**src/rtl/shift_add_multiplier_if.sv**
```systemverilog
// Handshake bundle for shift_add_multiplier.
//   master: operand producer / product consumer (drives in_valid, a, b, out_ready)
//   slave : the multiplier (drives in_ready, out_valid, product, busy)
interface shift_add_multiplier_if #(
  parameter int unsigned WIDTH = 64
);
  logic                 in_valid;
  logic                 in_ready;
  logic [WIDTH-1:0]     a;
  logic [WIDTH-1:0]     b;
  logic                 out_valid;
  logic                 out_ready;
  logic [2*WIDTH-1:0]   product;
  logic                 busy;

  modport master (
    output in_valid, a, b, out_ready,
    input  in_ready, out_valid, product, busy
  );

  modport slave (
    input  in_valid, a, b, out_ready,
    output in_ready, out_valid, product, busy
  );
endinterface

```
**src/rtl/shift_add_multiplier.sv**
```systemverilog
// Multi-cycle unsigned shift-and-add multiplier.
// One WIDTH-bit add with carry-out plus a right shift per cycle; the full
// 2*WIDTH-bit product is available WIDTH cycles after the operands are accepted.
// Ports:
//   clk    rising-edge clock
//   rst_n  asynchronous active-low reset
//   bus    slave side of shift_add_multiplier_if:
//          in_valid/in_ready/a/b   operand handshake (in_ready only in IDLE)
//          out_valid/out_ready     product handshake (out_valid only in DONE)
//          product                 a*b, held until the next completed operation
//          busy                    high in RUN or DONE
module shift_add_multiplier #(
  parameter int unsigned WIDTH = 64
) (
  input  logic                   clk,
  input  logic                   rst_n,
  shift_add_multiplier_if.slave  bus
);

  localparam int unsigned CNT_W = $clog2(WIDTH + 1);

  typedef enum logic [1:0] {
    IDLE,
    RUN,
    DONE
  } state_t;

  state_t               r_state;
  logic [WIDTH-1:0]     r_m;        // multiplicand
  logic [2*WIDTH:0]     r_p;        // {carry, hi, lo} accumulator
  logic [CNT_W-1:0]     r_cnt;
  logic [2*WIDTH-1:0]   r_product;
  logic                 r_in_ready;
  logic                 r_out_valid;
  logic                 r_busy;

  logic [WIDTH:0]       w_sum;      // WIDTH+1 bits so the carry-out is kept
  logic [2*WIDTH:0]     w_p_next;

  always_comb begin
    w_sum    = {1'b0, r_p[2*WIDTH-1:WIDTH]} + (r_p[0] ? {1'b0, r_m} : '0);
    // Logical right shift of {carry, hi, lo}; the vacated MSB is zero.
    w_p_next = {1'b0, w_sum, r_p[WIDTH-1:1]};
  end

  always_ff @(posedge clk or negedge rst_n) begin
    if (!rst_n) begin
      r_state     <= IDLE;
      r_m         <= '0;
      r_p         <= '0;
      r_cnt       <= '0;
      r_product   <= '0;
      r_in_ready  <= 1'b1;
      r_out_valid <= 1'b0;
      r_busy      <= 1'b0;
    end else begin
      case (r_state)
        IDLE: begin
          if (bus.in_valid) begin
            r_m        <= bus.a;
            r_p        <= {1'b0, {WIDTH{1'b0}}, bus.b};
            r_cnt      <= '0;
            r_state    <= RUN;
            r_in_ready <= 1'b0;
            r_busy     <= 1'b1;
          end
        end
        RUN: begin
          r_p   <= w_p_next;
          r_cnt <= r_cnt + CNT_W'(1);
          // Counter value WIDTH-1 marks the WIDTH-th iteration; the product
          // register is loaded from the same next-state value.
          if (r_cnt == CNT_W'(WIDTH - 1)) begin
            r_state     <= DONE;
            r_product   <= w_p_next[2*WIDTH-1:0];
            r_out_valid <= 1'b1;
          end
        end
        DONE: begin
          if (bus.out_ready) begin
            r_state     <= IDLE;
            r_out_valid <= 1'b0;
            r_busy      <= 1'b0;
            r_in_ready  <= 1'b1;
          end
        end
        default: begin
          r_state     <= IDLE;
          r_in_ready  <= 1'b1;
          r_out_valid <= 1'b0;
          r_busy      <= 1'b0;
        end
      endcase
    end
  end

  assign bus.in_ready  = r_in_ready;
  assign bus.out_valid = r_out_valid;
  assign bus.busy      = r_busy;
  assign bus.product   = r_product;

endmodule

```
**src/flat_wrapper.sv**
```systemverilog
// flat-port wrapper written by rule: the top's interface ports become plain ports
module shift_add_multiplier_flat 
#(
  parameter int unsigned WIDTH = 64
)
  (clk, rst_n, bus_in_valid, bus_a, bus_b, bus_out_ready, bus_in_ready, bus_out_valid, bus_product, bus_busy);
  shift_add_multiplier_if #(.WIDTH(WIDTH)) bus_i ();
  input  logic clk;
  input  logic rst_n;
  input wire logic [$bits(bus_i.in_valid)-1:0] bus_in_valid;
  input wire logic [$bits(bus_i.a)-1:0] bus_a;
  input wire logic [$bits(bus_i.b)-1:0] bus_b;
  input wire logic [$bits(bus_i.out_ready)-1:0] bus_out_ready;
  output wire logic [$bits(bus_i.in_ready)-1:0] bus_in_ready;
  output wire logic [$bits(bus_i.out_valid)-1:0] bus_out_valid;
  output wire logic [$bits(bus_i.product)-1:0] bus_product;
  output wire logic [$bits(bus_i.busy)-1:0] bus_busy;
  assign bus_i.in_valid = bus_in_valid;
  assign bus_i.a = bus_a;
  assign bus_i.b = bus_b;
  assign bus_i.out_ready = bus_out_ready;
  assign bus_in_ready = bus_i.in_ready;
  assign bus_out_valid = bus_i.out_valid;
  assign bus_product = bus_i.product;
  assign bus_busy = bus_i.busy;
  shift_add_multiplier #(.WIDTH(WIDTH)) u_core (.clk(clk), .rst_n(rst_n), .bus(bus_i));
endmodule
```
**config.mk**
```make
export PLATFORM = sky130hd
export DESIGN_NAME = shift_add_multiplier_flat
export DESIGN_NICKNAME = d
export VERILOG_FILES = /design/src/rtl/shift_add_multiplier_if.sv /design/src/rtl/shift_add_multiplier.sv /design/src/flat_wrapper.sv
export SDC_FILE = /design/constraint.sdc
export NUM_CORES = 1
export LEC_CHECK = 0
export CELL_PAD_IN_SITES_DETAIL_PLACEMENT = 1
export CELL_PAD_IN_SITES_GLOBAL_PLACEMENT = 1
export CORE_ASPECT_RATIO = 1.25
export CORE_MARGIN = 5
export CORE_UTILIZATION = 42
export CTS_CLUSTER_SIZE = 20
export DETAILED_ROUTE_END_ITERATION = 7
export HOLD_SLACK_MARGIN = 0.15
export PLACE_DENSITY_LB_ADDON = 0.15
export SETUP_SLACK_MARGIN = 0.4
export SLEW_MARGIN = 40
export SYNTH_ARGS = -nofsm -noshare
export SYNTH_HDL_FRONTEND = slang
export SYNTH_SLANG_ARGS = --single-unit
```
**constraint.sdc**
```tcl
create_clock -name clk -period 4.05 [get_ports clk]
set_clock_uncertainty 0.1 [all_clocks]
set_input_delay 0.405 -clock clk [delete_from_list [all_inputs] [get_ports clk]]
set_output_delay 0.405 -clock clk [all_outputs]
set_load 0.05 [all_outputs]
```
==> metrics.txt <==
# TYPE chip_impl_metric gauge
chip_impl_info{name="outcome",value="finished, final reports clean"} 1
chip_impl_metric{name="number_of_maximum_capacitance_constraint_violations",unit=""} 0
chip_impl_metric{name="final_hold_viol_count",unit=""} 0
chip_impl_metric{name="syn2layout_area_growth",unit="%"} 30.10
chip_impl_metric{name="synth_compound_area_frac",unit=""} 0.1573
chip_impl_metric{name="cts_buffer_depth",unit=""} 3
chip_impl_metric{name="initial_core_util",unit=""} 0.4250
chip_impl_metric{name="synth_simple_gate_area_share",unit=""} 0.1825
chip_impl_metric{name="power.density",unit="nW/um^2"} 944.4
chip_impl_info{name="worstPathCellList",value="buf_12 -> and2_1 -> ha_1 -> nand2_1 -> a21oi_2 -> or2b_1 -> o31a_4 -> a41oi_2 -> o311a_4 -> o41a_4 -> o21ai_2 -> xor2_1 -> mux2_2"} 1
chip_impl_info{name="crit_path_end_kind",value="flop"} 1
chip_impl_metric{name="detail_route.wirelength",unit="mm"} 51.84
chip_impl_metric{name="grt_overflow_total",unit=""} 0
chip_impl_metric{name="gp_routability_congestion",unit=""} 0.8913
chip_impl_metric{name="num_vias",unit=""} 13930
chip_impl_metric{name="numClockSinks",unit=""} 332
chip_impl_metric{name="die_width",unit="um"} 188.0
chip_impl_metric{name="register_bit_count_reported_by_yosys",unit=""} 332
chip_impl_metric{name="layout-drive-gt1-share",unit=""} 0.1311
chip_impl_metric{name="finalSetupViolCount",unit=""} 0
chip_impl_metric{name="pin_count_of_the_biggest_net_entering_global_routing",unit=""} 105
chip_impl_info{name="grt_setup_unrepaired",value="yes"} 1
chip_impl_info{name="yosys_most_used_dff",value="sky130_fd_sc_hd__dfrtp_1"} 1
chip_impl_metric{name="number_of_standard_cell_rows_in_the_floorplan",unit=""} 81
chip_impl_metric{name="max_slew.worst_pin.slew",unit="ps"} 796.5
chip_impl_metric{name="die_height",unit="um"} 232.5
chip_impl_metric{name="setup.reg_to_reg.worst_slack",unit="ps"} 440
chip_impl_metric{name="yosys.area_share.xor_xnor",unit=""} 0.03213
chip_impl_info{name="min-delay-path-class",value="primary input to async pin"} 1
chip_impl_metric{name="vdd.ir_drop.worst",unit="uV"} 421.8
chip_impl_metric{name="synth-edff-count",unit=""} 0
chip_impl_info{name="tritoncts",value="built"} 1
chip_impl_metric{name="ant_nets",unit=""} 0
chip_impl_metric{name="maxSlewHeadroom",unit=""} 0.4690
chip_impl_info{name="cts_root_buffer",value="sky130_fd_sc_hd__clkbuf_16"} 1
chip_impl_metric{name="layout_min_cycle_time",unit="ps"} 3607
chip_impl_metric{name="synthArstFlopShare",unit=""} 1.000
chip_impl_metric{name="post_drt_wl_per_cell",unit="um"} 20.54
chip_impl_metric{name="crit_path_max_fanout",unit=""} 26
chip_impl_info{name="timing.rr.end",value="u_core.bus.product[99]$_DFFE_PN0P_"} 1
chip_impl_metric{name="worst-endpoint-required",unit="ps"} 4380
chip_impl_metric{name="postSynthAreaPerCell",unit="sq um"} 9.507
chip_impl_metric{name="worst_setup_hold_path_clk_slew",unit="ps"} 70
chip_impl_info{name="criticalPathCategory",value="flop to flop"} 1
chip_impl_metric{name="timing.reg2reg.worst_path_depth",unit=""} 13
chip_impl_metric{name="nets",unit=""} 2191
chip_impl_info{name="setup.worst_path.start_class",value="flop"} 1
chip_impl_metric{name="antenna_found_initial",unit=""} 7
chip_impl_metric{name="cts_buffers",unit=""} 36
chip_impl_metric{name="final-max-slew-violation-count",unit=""} 0
chip_impl_metric{name="timing.fmax",unit="MHz"} 277.2
chip_impl_metric{name="grt_usage",unit=""} 0.2284
chip_impl_info{name="synth_top_family_by_area",value="simple AND/OR/NAND/NOR gates"} 1
chip_impl_metric{name="top_level_ports",unit=""} 263
chip_impl_metric{name="htreeDepth",unit=""} 2
chip_impl_metric{name="pre_cts_slack",unit="ps"} 120.3
chip_impl_metric{name="ys_seq_area_frac",unit=""} 0.4997
chip_impl_metric{name="syn_inst",unit=""} 1749
chip_impl_metric{name="post_route_drc_violation_count",unit=""} 0
chip_impl_metric{name="synth_area",unit="sq um"} 16630
chip_impl_metric{name="yosys_warning_total",unit=""} 0
chip_impl_metric{name="leakage",unit="nW"} 9.800
chip_impl_metric{name="wire_length_of_the_first_global_routing_pass",unit="mm"} 81.72
chip_impl_metric{name="synth.distinct_cells",unit=""} 81
chip_impl_metric{name="die_area",unit="sq um"} 43690
chip_impl_metric{name="grt_pass1_vias",unit=""} 15010
chip_impl_metric{name="clock_latency",unit="ps"} 550
chip_impl_metric{name="fin_tns_setup",unit="ps"} 0
chip_impl_metric{name="numPortBuffers",unit=""} 262
chip_impl_info{name="reg2reg_from",value="u_core.r_p[0]$_DFFE_PN0P_"} 1
chip_impl_metric{name="initial_drt_markers",unit=""} 552
chip_impl_metric{name="final.setup.worst_slack",unit="ps"} 442.5
chip_impl_info{name="timing.critical_path.slowest_stage_cell",value="sky130_fd_sc_hd__dfrtp_2"} 1
chip_impl_metric{name="critical_path_arrival",unit="ps"} 3940
chip_impl_metric{name="placeableCoreArea",unit="sq um"} 39120
chip_impl_metric{name="syn_nets",unit=""} 1947
chip_impl_metric{name="final_min_period_over_clock_period",unit=""} 0.8907
chip_impl_metric{name="synth-adder-area-share",unit=""} 0.05012
chip_impl_metric{name="dr.pass1.iters",unit=""} 4
chip_impl_metric{name="hpwlAfterDp",unit="mm"} 35.45
chip_impl_metric{name="critical_path.max_stage_delay",unit="ps"} 460
chip_impl_metric{name="multiplexer_area_fraction_after_synthesis",unit=""} 0.04876
chip_impl_metric{name="vias_per_cell",unit=""} 5.517
## worst max-delay path, delay by kind of cell (launching register included)
kind / cells / cell delay (ps)
compound gates: 6 / 1470
xor+xnor: 1 / 100
fa+ha+maj: 1 / 450
buf+inv: 1 / 180
flops: 1 / 460
mux: 1 / 260
simple gates: 3 / 460
## metrics by stage
stage,total power [mW],hold slack (ps),cells,cell area [sq um],util
2_1_floorplan,12.87,9.409,1749,16630,-
3_3_place_gp,15.68,354.3,2435,19770,0.5053
3_5_place_dp,15.99,361.4,2435,19770,0.5054
4_1_cts,19.73,344.8,2506,21140,0.5404
5_1_grt,21.83,217.5,2519,21620,0.5526
6_report,20.43,205.6,2524,21630,0.5530
## logic make-up after synthesis
family	count (synthesis)
AOI/OAI and AO/OA	390
xor gates and xnor gates	61
and+or+nand+nor	708
buffers and inverters	120
adders and majority gates	66
muxes	72
DFF	332
## worst max path at each step
stage	endpoint	slack, ps	start
3_3_place_gp	u_core.bus.product[117]$_DFFE_PN0P_	240	u_core.r_p[0]$_DFFE_PN0P_
6_report	u_core.bus.product[99]$_DFFE_PN0P_	440	u_core.r_p[0]$_DFFE_PN0P_
4_1_cts	u_core.r_p[126]$_DFFE_PN0P_	380	u_core.r_p[0]$_DFFE_PN0P_
3_5_place_dp	u_core.r_p[124]$_DFFE_PN0P_	120	u_core.r_p[0]$_DFFE_PN0P_
2_1_floorplan	u_core.bus.product[99]$_DFFE_PN0P_	460	u_core.r_p[0]$_DFFE_PN0P_
5_1_grt	u_core.bus.product[104]$_DFFE_PN0P_	330	u_core.r_p[0]$_DFFE_PN0P_
## power by group
| part | total [mW] | leakage [nW] | switching, mW | internal (mW) |
|---|---|---|---|---|
| registers | 5.38 | 4.16 | 0.831 | 4.55 |
| logic | 11.7 | 5.07 | 6.72 | 4.93 |
| clock network | 3.39 | 0.576 | 1.43 | 1.96 |
| total | 20.4 | 9.80 | 8.98 | 11.4 |
## registers in the layout, summed over array words and instances, names as in the netlist
name                  flops
u_core.bus.busy           1
u_core.bus.in_ready       1
u_core.bus.out_valid      1
u_core.bus.product      128
u_core.r_cnt              7
u_core.r_m               64
u_core.r_p              128
u_core.r_state            2
## layer usage
metal | global-route usage | wire (um)
met5 | 0 | 46
met3 | 0.06393 | 3265
met2 | 0.3901 | 25350
met4 | 0.06792 | 1638
met1 | 0.2839 | 21540
## timing repair
item | CTS | global route
hold endpoints to repair | 90 | 0
cloned | 0 | 1
buffers inserted | 4 | 11
gates resized for setup | 26 | 65
endpoints found under the setup margin | 32 | 36
hold buffers | 1 | 0
pin swaps | 6 | 19
## area by class of cell
class / instances / area [sq um]
inverters: 17 / 63.81
flip-flops and latches: 332 / 8310
clock inverters: 14 / 142.6
clock buffers: 52 / 1062
well taps: 498 / 623.1
multi-input cells: 1297 / 8307
repair buffers: 309 / 3110
diodes: 5 / 12.51
fillers: 4320 / 17490
## synth_stat cells, drive strengths merged, types with 2 or more instances
cell type | number | share of area
o21bai | 16 | 0.0072
and2 | 68 | 0.026
nor3 | 11 | 0.0033
o41a | 2 | 0.0014
inv | 17 | 0.0038
mux2 | 72 | 0.049
nor4 | 2 | 0.00075
and3 | 7 | 0.0030
o221ai | 2 | 0.0021
nor2b | 10 | 0.0038
or2 | 2 | 0.00075
a21boi | 5 | 0.0029
o31ai | 4 | 0.0018
o21a | 9 | 0.0041
xor2 | 24 | 0.013
dfrtp | 331 | 0.50
o211ai | 8 | 0.0039
a211o | 3 | 0.0016
xnor2 | 37 | 0.019
a221oi | 3 | 0.0016
a22o | 42 | 0.022
a41oi | 3 | 0.0027
o22ai | 64 | 0.024
clkbuf | 86 | 0.020
nand4 | 20 | 0.0075
a21o | 32 | 0.015
ha | 65 | 0.049
nand2 | 386 | 0.087
o21ai | 90 | 0.028
a31oi | 6 | 0.0023
buf | 15 | 0.0043
nand2b | 8 | 0.0030
nand3 | 21 | 0.0063
a21oi | 84 | 0.026
o31a | 4 | 0.0022
o41ai | 3 | 0.0032
nor2 | 165 | 0.037
## placed cells by master (no fill, tap or decap), types with 10 or more instances in the layout
cell type                           n
sky130_fd_sc_hd__and2_1            66
sky130_fd_sc_hd__a22o_1            41
sky130_fd_sc_hd__a21o_1            31
sky130_fd_sc_hd__o22ai_1           64
sky130_fd_sc_hd__nand2_1          382
sky130_fd_sc_hd__clkdlybuf4s50_1  261
sky130_fd_sc_hd__o21bai_1          15
sky130_fd_sc_hd__ha_1              46
sky130_fd_sc_hd__xor2_1            24
sky130_fd_sc_hd__nand3_1           21
sky130_fd_sc_hd__dfrtp_1          330
sky130_fd_sc_hd__buf_4             34
sky130_fd_sc_hd__nor2_1           164
sky130_fd_sc_hd__inv_1             17
sky130_fd_sc_hd__clkbuf_16         38
sky130_fd_sc_hd__nand4_1           20
sky130_fd_sc_hd__mux2_2            72
sky130_fd_sc_hd__o21ai_0           77
sky130_fd_sc_hd__a21oi_2           11
sky130_fd_sc_hd__a21oi_1           71
sky130_fd_sc_hd__ha_4              10
sky130_fd_sc_hd__xnor2_1           36
Note: power is estimated with default switching activity, not from simulation.
